## config.mk

```make
export PLATFORM = sky130hd
export DESIGN_NAME = barrido_lineas
export DESIGN_NICKNAME = d
export VERILOG_FILES = /design/src/rtl/barrido_lineas_pkg.sv /design/src/rtl/divisor_barrido.sv /design/src/rtl/barrido_lineas.sv
export SDC_FILE = /design/constraint.sdc
export NUM_CORES = 1
export LEC_CHECK = 0
export ABC_CLOCK_PERIOD_IN_PS = 5050
export CAP_MARGIN = 20
export CORE_UTILIZATION = 61
export CTS_BUF_LIST = sky130_fd_sc_hd__clkbuf_16
export DETAILED_ROUTE_END_ITERATION = 7
export PLACE_DENSITY = 0.81
export SLEW_MARGIN = 20
export SYNTH_ARGS = -nofsm -noshare
export SYNTH_HDL_FRONTEND = slang
export SYNTH_HIERARCHICAL = 1
export SYNTH_SLANG_ARGS = --single-unit
```

## constraint.sdc

```tcl
create_clock -name clk -period 5.05 [get_ports clk]
set_clock_uncertainty 0.1 [all_clocks]
set_input_delay 1.01 -clock clk [delete_from_list [all_inputs] [get_ports clk]]
set_output_delay 1.01 -clock clk [all_outputs]
set_load 0.005 [all_outputs]
```

## src/rtl/barrido_lineas_pkg.sv

```systemverilog
// Shared constants and FSM encoding for the line scan sequencer.
package barrido_lineas_pkg;

  localparam int unsigned SelW      = 3;
  localparam int unsigned NumLineas = 8;

  typedef enum logic {
    StInactivo = 1'b0,
    StBarrido  = 1'b1
  } estado_e;

endpackage

```

## src/rtl/divisor_barrido.sv

```systemverilog
// Dwell prescaler: counts 0..Div-1 while enabled, pulses tick on the last count.
module divisor_barrido #(
  parameter int unsigned Div = 1000
) (
  input  logic clk_i,
  input  logic reset_i,
  input  logic clr_i,
  input  logic en_i,
  output logic tick_o
);

  localparam int unsigned CntW = $clog2(Div);

  logic [CntW-1:0] cnt_q, cnt_d;

  // Terminal count only counts as a tick while the scan is running.
  assign tick_o = en_i && (cnt_q == CntW'(Div - 1));

  // Next prescaler value: clear dominates, wrap on tick.
  always_comb begin
    cnt_d = cnt_q;
    if (clr_i) begin
      cnt_d = '0;
    end else if (en_i) begin
      cnt_d = tick_o ? '0 : cnt_q + CntW'(1);
    end
  end

  // Prescaler register with synchronous reset.
  always_ff @(posedge clk_i) begin
    if (reset_i) cnt_q <= '0;
    else         cnt_q <= cnt_d;
  end

endmodule

```

## src/rtl/barrido_lineas.sv

```systemverilog
// Scan sequencer for a 3-to-8 line decoder: steps the select, debounces each line's
// return sample across sweeps and reports presses through a valid/accept handshake.
module barrido_lineas
  import barrido_lineas_pkg::*;
#(
  parameter int unsigned DIV = 1000,
  parameter int unsigned DEB = 4
) (
  input  logic            clk,
  input  logic            reset,
  input  logic            habilitar,
  output logic [SelW-1:0] sel,
  input  logic            retorno,
  output logic [SelW-1:0] codigo,
  output logic            valido,
  input  logic            aceptado,
  output logic            desborde
);

  localparam int unsigned CntW = $clog2(DEB + 1);

  estado_e              estado_q, estado_d;
  logic [SelW-1:0]      sel_q, sel_d;
  logic [NumLineas-1:0] level_q, level_d;
  logic [CntW-1:0]      cnt_q [NumLineas];
  logic [CntW-1:0]      cnt_d [NumLineas];
  logic [CntW-1:0]      cnt_inc;
  logic                 ev_q, ev_d;
  logic [SelW-1:0]      ev_code_q, ev_code_d;
  logic [SelW-1:0]      codigo_q, codigo_d;
  logic                 valido_q, valido_d;
  logic                 desborde_q, desborde_d;
  logic                 activo;
  logic                 tick;

  // Falling habilitar drops out of the scan in the same cycle, so no sample is taken.
  assign activo = (estado_q == StBarrido) && habilitar;

  divisor_barrido #(
    .Div (DIV)
  ) u_divisor (
    .clk_i   (clk),
    .reset_i (reset),
    .clr_i   (!activo),
    .en_i    (activo),
    .tick_o  (tick)
  );

  // FSM next state.
  always_comb begin
    estado_d = estado_q;
    unique case (estado_q)
      StInactivo: if (habilitar)  estado_d = StBarrido;
      StBarrido:  if (!habilitar) estado_d = StInactivo;
      default:    estado_d = StInactivo;
    endcase
  end

  // Select stepping and per-line debounce of the sampled line.
  always_comb begin
    sel_d     = sel_q;
    level_d   = level_q;
    cnt_d     = cnt_q;
    ev_d      = 1'b0;
    ev_code_d = ev_code_q;
    cnt_inc   = cnt_q[sel_q] + CntW'(1);
    if (!activo) begin
      sel_d = '0;
      for (int i = 0; i < NumLineas; i++) cnt_d[i] = '0;
    end else if (tick) begin
      sel_d     = sel_q + SelW'(1);
      ev_code_d = ~sel_q;
      if (retorno == level_q[sel_q]) begin
        cnt_d[sel_q] = '0;
      end else if (cnt_inc == CntW'(DEB)) begin
        level_d[sel_q] = retorno;
        cnt_d[sel_q]   = '0;
        ev_d           = retorno;  // only 0->1 is reported
      end else begin
        cnt_d[sel_q] = cnt_inc;
      end
    end
  end

  // Output register: a new event wins over an accept; a full register drops it.
  always_comb begin
    codigo_d   = codigo_q;
    valido_d   = valido_q;
    desborde_d = desborde_q;
    if (ev_q) begin
      if (valido_q && !aceptado) begin
        desborde_d = 1'b1;
      end else begin
        codigo_d = ev_code_q;
        valido_d = 1'b1;
      end
    end else if (valido_q && aceptado) begin
      valido_d = 1'b0;
    end
  end

  // State registers with synchronous reset.
  always_ff @(posedge clk) begin
    if (reset) begin
      estado_q   <= StInactivo;
      sel_q      <= '0;
      level_q    <= '0;
      ev_q       <= 1'b0;
      ev_code_q  <= '0;
      codigo_q   <= '0;
      valido_q   <= 1'b0;
      desborde_q <= 1'b0;
      for (int i = 0; i < NumLineas; i++) cnt_q[i] <= '0;
    end else begin
      estado_q   <= estado_d;
      sel_q      <= sel_d;
      level_q    <= level_d;
      ev_q       <= ev_d;
      ev_code_q  <= ev_code_d;
      codigo_q   <= codigo_d;
      valido_q   <= valido_d;
      desborde_q <= desborde_d;
      for (int i = 0; i < NumLineas; i++) cnt_q[i] <= cnt_d[i];
    end
  end

  assign sel      = sel_q;
  assign codigo   = codigo_q;
  assign valido   = valido_q;
  assign desborde = desborde_q;

endmodule

```

---- Yosys cells after proc, flatten, opt, wreduce, memory -nomap -nowiden ----
Cells that the tools add are included.
W data, S select, Z words.
word-level totals
  bits in registers ....................... 55
  bits of input ports ..................... 5
cells by class
  add/sub/neg operators ................... 3
  magnitude comparators ................... 4
  equality and inequality tests ........... 4
  muxes and demuxes ....................... 17
  bitwise gates (word level) .............. 9
  reductions and logical operators ........ 16
operators by type and width
  cell                     count
  $mux W24                 2
  $and A24 B24 Y24         1
  $bwmux W24               1
  $not A24 Y24             1
  $add A10 B1 Y10 const B  1
  $eq A10 B10 Y1 const B   1
  $bmux W3 S3              1
  $demux W3 S3             1
  $mux W3                  3
  $bwmux W8                1
  $reduce_and A2 Y1        4
  $add A3 B1 Y3 const B    2
  $logic_and A1 B1 Y1      6
  $mux W1                  6
  $not A1 Y1               5
  $reduce_or A5 Y1         1
  $ge A4 B4 Y1 const B     1
  $lt A3 B4 Y1 const B     1
  $lt A4 B1 Y1 const B     1
  $not A3 Y4               1
  $reduce_and A4 Y1        1
  $bmux W1 S3              1
  $demux W1 S3             1
  $eq A3 B3 Y1 const B     1
  8 further kinds          8

---- Depth between registers and ports, before layout ----
  depth in word-level cells ............... 9
  gate-level depth with buffers ........... 13
  gate-level depth less buffers ........... 11

---- Cells and area by module ----
Netlist, hierarchy kept.
modules (own cells, without submodules)
  module           times used  cells each  area an instance (µm²)  sequential area each (µm²)
  barrido_lineas   1           212         2089.5                  900.9
  divisor_barrido  1           60          498.0                   200.2

---- Worst setup path after synthesis ----
OpenSTA, ideal clock, no wires.
  path type ............................... input port to flip-flop
  start point ............................. input port habilitar
  end point ............................... register, netlist name cnt_q[21]
  data arrival time ....................... 3.114 ns
  data required time ...................... 4.834 ns
  setup slack ............................. 1.720 ns
  stages .................................. 12
  path buffers ............................ 2
  path through ............................ nand2_1 inv_1 and3_2 clkbuf_1 nand2_1 nor2_2 clkbuf_1 nand2b_1 nor3_1 nor2_1 and2_1 a31o_2
RTL lines
  element          line                  RTL
  start, declared  barrido_lineas.sv:11  input logic habilitar,

==> reports/metrics.cfg <==
[drt]
route.detailed.drc = 0
dr.pass1.iters = 4
wl_per_cell_um = 17.1
drt_iter0_drc = 115
ant_nets = 0
drt-total-wl_um = 5690
vias = 2079
vias_per_cell = 6.26

[clocking]
cts_resized = 0
root_buffer = clkbuf_16
postCtsHoldBufs = 0
cts_tree = yes
clk-insertion-delay-late_ns = 0.30
cts_buffers = 5
clockBufferDepth = 2
cts_sinks = 55
path_clk_slew_ns = 0.07
cts_htree_levels = 2
postCtsSetupBuffers = 0

[timing]
setup_viol = 0
timing.final.hold_violations = 0
fmax_mhz = 277
relSlewSlack_pct = 28.2
rsz0062_at_grt = false
period_needed_ns = 3.61
finalCritPeriodShare_pct = 71.5
tightest_slew_ns = 1.07
final_max_slew_viol_count = 0
fin_setup_tns_ns = 0

[setup_path]
crit_required_ns = 5.14
end_kind = flop
crit_chain = clkdlybuf4s50_1, nand2_1, inv_1, and3_2, nand2_1, nor2_2, buf_4, nand2_1, nor3_1, nor2_1, a22o_1
max_stage_delay_ns = 0.58
rr_worst_depth = 9
crit_path_top_delay_cell = nor3_1
critPathLaunchType = primary input
critPathKind = primary input to flop
cpMostUsedCell = nand2_1
worstPathArrival_ns = 3.71
cp_max_fo = 15

[logic_synthesis]
synth_edf_count = 0
yosysWarnings = 6
ys_dominant_reg_cell = dfxtp_1
synthAdderAreaFrac_pct = 1.93
synth_xor_area_share_pct = 2.37
synth_mux_area_share_pct = 8.90
netlist_area_sq_um = 2590
synth_compound_area_share_pct = 18.7
synth_nets = 281
seq_area_frac_synth_pct = 42.6
synth_top_family_by_area = simple AND/OR/NAND/NOR gates
synthCells = 272
avgSynthCellArea_sq_um = 9.51
synthArstFlopShare_pct = 0
yosys.area_share.simple_pct = 21.8
synth_seq_cells = 55
yosysUniqueCellTypes = 53

[floorplan]
core_area_sq_um = 4030
start_util_pct = 64.2
ios = 13
dieArea_sq_um = 4510
row_count = 23
die_h_um = 67.1
die_w_um = 67.1

[final_layout]
area_delta_synth_final_pct = 12.1
final_nets = 290
num_antenna_cells = 0
nFillCells = 322
final_core_util_pct = 72.0
drive_gt1_share_pct = 12.8

[status]
outcome = finished, final reports clean

[global_routing]
grt_max_degree = 19
grt_usage_pct = 28.0
grt_antenna_before_repair = 0
grt_pass1_vias = 1888
grt_first_pass_wirelength_um = 9210
grt_overflow = 0

[place]
routabilityCongestion = 0.817
hpwl_um = 3860
place.port_buffers = 12

[power]
p_leak_nw = 1.03
ir_drop_uv = 183
power.density_nw_per_um2 = 291

[worst_hold_path]
min_delay_path_depth = 1
hold_class = flop to flop

[flow_run]
drv_cap = 0

[stage by stage]
stage          std cells  hold slack [ns]  area [sq um]  power, mW  worst slack [ns]
6_report             332            0.368          2900      0.845              1.44
5_1_grt              332            0.389          2900      0.867              1.21
4_1_cts              332            0.369          2900      0.847              1.48
3_5_place_dp         324            0.353          2730      0.459              1.26
3_3_place_gp         324            0.351          2730      0.459              1.28
2_1_floorplan        272            0.331          2590      0.452              1.72
[state kept, by name, summed over array words and instances, names as in the netlist]
register	count
cnt_q	24
codigo	3
desborde	1
estado_q	1
ev_code_q	3
ev_q	1
level_q	8
sel	3
u_divisor/cnt_q	10
valido	1
[critical path: cells and delay by family]
kind | cells | cell delay, ns
AND/OR/NAND/NOR | 7 | 1.51
buffers and inverters | 3 | 0.91
AO/OA/AOI/OAI | 1 | 0.27
[layout by cell type, fill, tap and decap left out, types with 3 or more instances in the layout]
master,count
nand3b_1,4
nand2b_1,5
a22o_1,8
clkdlybuf4s50_1,12
and2_1,6
o21ai_0,8
nand4_1,3
buf_4,5
ha_1,4
a21oi_1,8
nand3_1,10
nor2b_1,4
mux2i_1,8
mux2_2,3
inv_1,5
nor3_1,6
a31o_2,5
dfxtp_1,55
o41ai_1,3
a32o_1,11
nand2_1,21
xor2_1,7
nor2_1,34
mux4_2,3
clkbuf_16,5
o311ai_0,6
[layout make-up]
type	instances	area [sq um]	area share, %
inverter	5	18.8	0.647
multi-input combinational	197	1390	47.9
clock inverter	3	47.5	1.64
sequential	55	1100	37.9
clock buffer	5	125	4.31
tap	50	62.6	2.16
timing repair buffer	17	158	5.43
[routing by layer]
layer | up-vias | share of wire, % | global-route usage, %
met5 | - | 0 | 0
met2 | 51 | 51 | 47.6
met1 | 999 | 43 | 35.1
li1 | 1021 | - | -
met3 | 8 | 4.1 | 6.42
met4 | 0 | 1.5 | 8.24
[report_power, final]
group / leakage (nW) / internal, mW / switching, mW
registers: 0.443 / 0.434 / 0.000276
logic: 0.500 / 0.00524 / 0.0100
clock network: 0.0844 / 0.237 / 0.159
total: 1.03 / 0.676 / 0.169
[path summary, 6_finish.rpt]
| path | slack (ns) | start | end |
|---|---|---|---|
| worst min register to register | 0.37 | cnt_q[16] | cnt_q[16] |
| worst min-delay path | 0.37 | cnt_q[16] | cnt_q[16] |
| worst max-delay path | 1.44 | habilitar | cnt_q[20] |
| worst max register to register | 1.51 | sel[0] | level_q[3] |
[logic make-up after synthesis]
logic type,count (synthesis)
compound gates,61
simple gates,109
flops,55
fa+ha+maj,4
xor+xnor,7
mux,16
buf+inv,20
[synth_stat cells, types with 3 or more instances]
cell	n	area, sq um
a21oi_1	8	40.0
a31o_2	5	43.8
nand3_1	10	50.1
inv_1	5	18.8
o311ai_0	6	52.6
ha_1	4	50.1
a22o_1	8	70.1
xor2_1	7	61.3
nand2b_1	5	31.3
dfxtp_1	55	1100
o21ai_0	8	40.0
nor2_1	34	128
mux4_2	3	67.6
mux2i_1	8	80.1
clkbuf_1	7	26.3
o41ai_1	3	26.3
mux2_2	3	33.8
nor2b_1	4	25.0
a32o_1	11	110
nand4_1	3	18.8
and2_1	6	37.5
nor3_1	6	30.0
buf_2	3	15.0
nand2_1	21	78.8
nand3b_1	4	30.0
No activity file was read; power rests on OpenSTA's default activity.
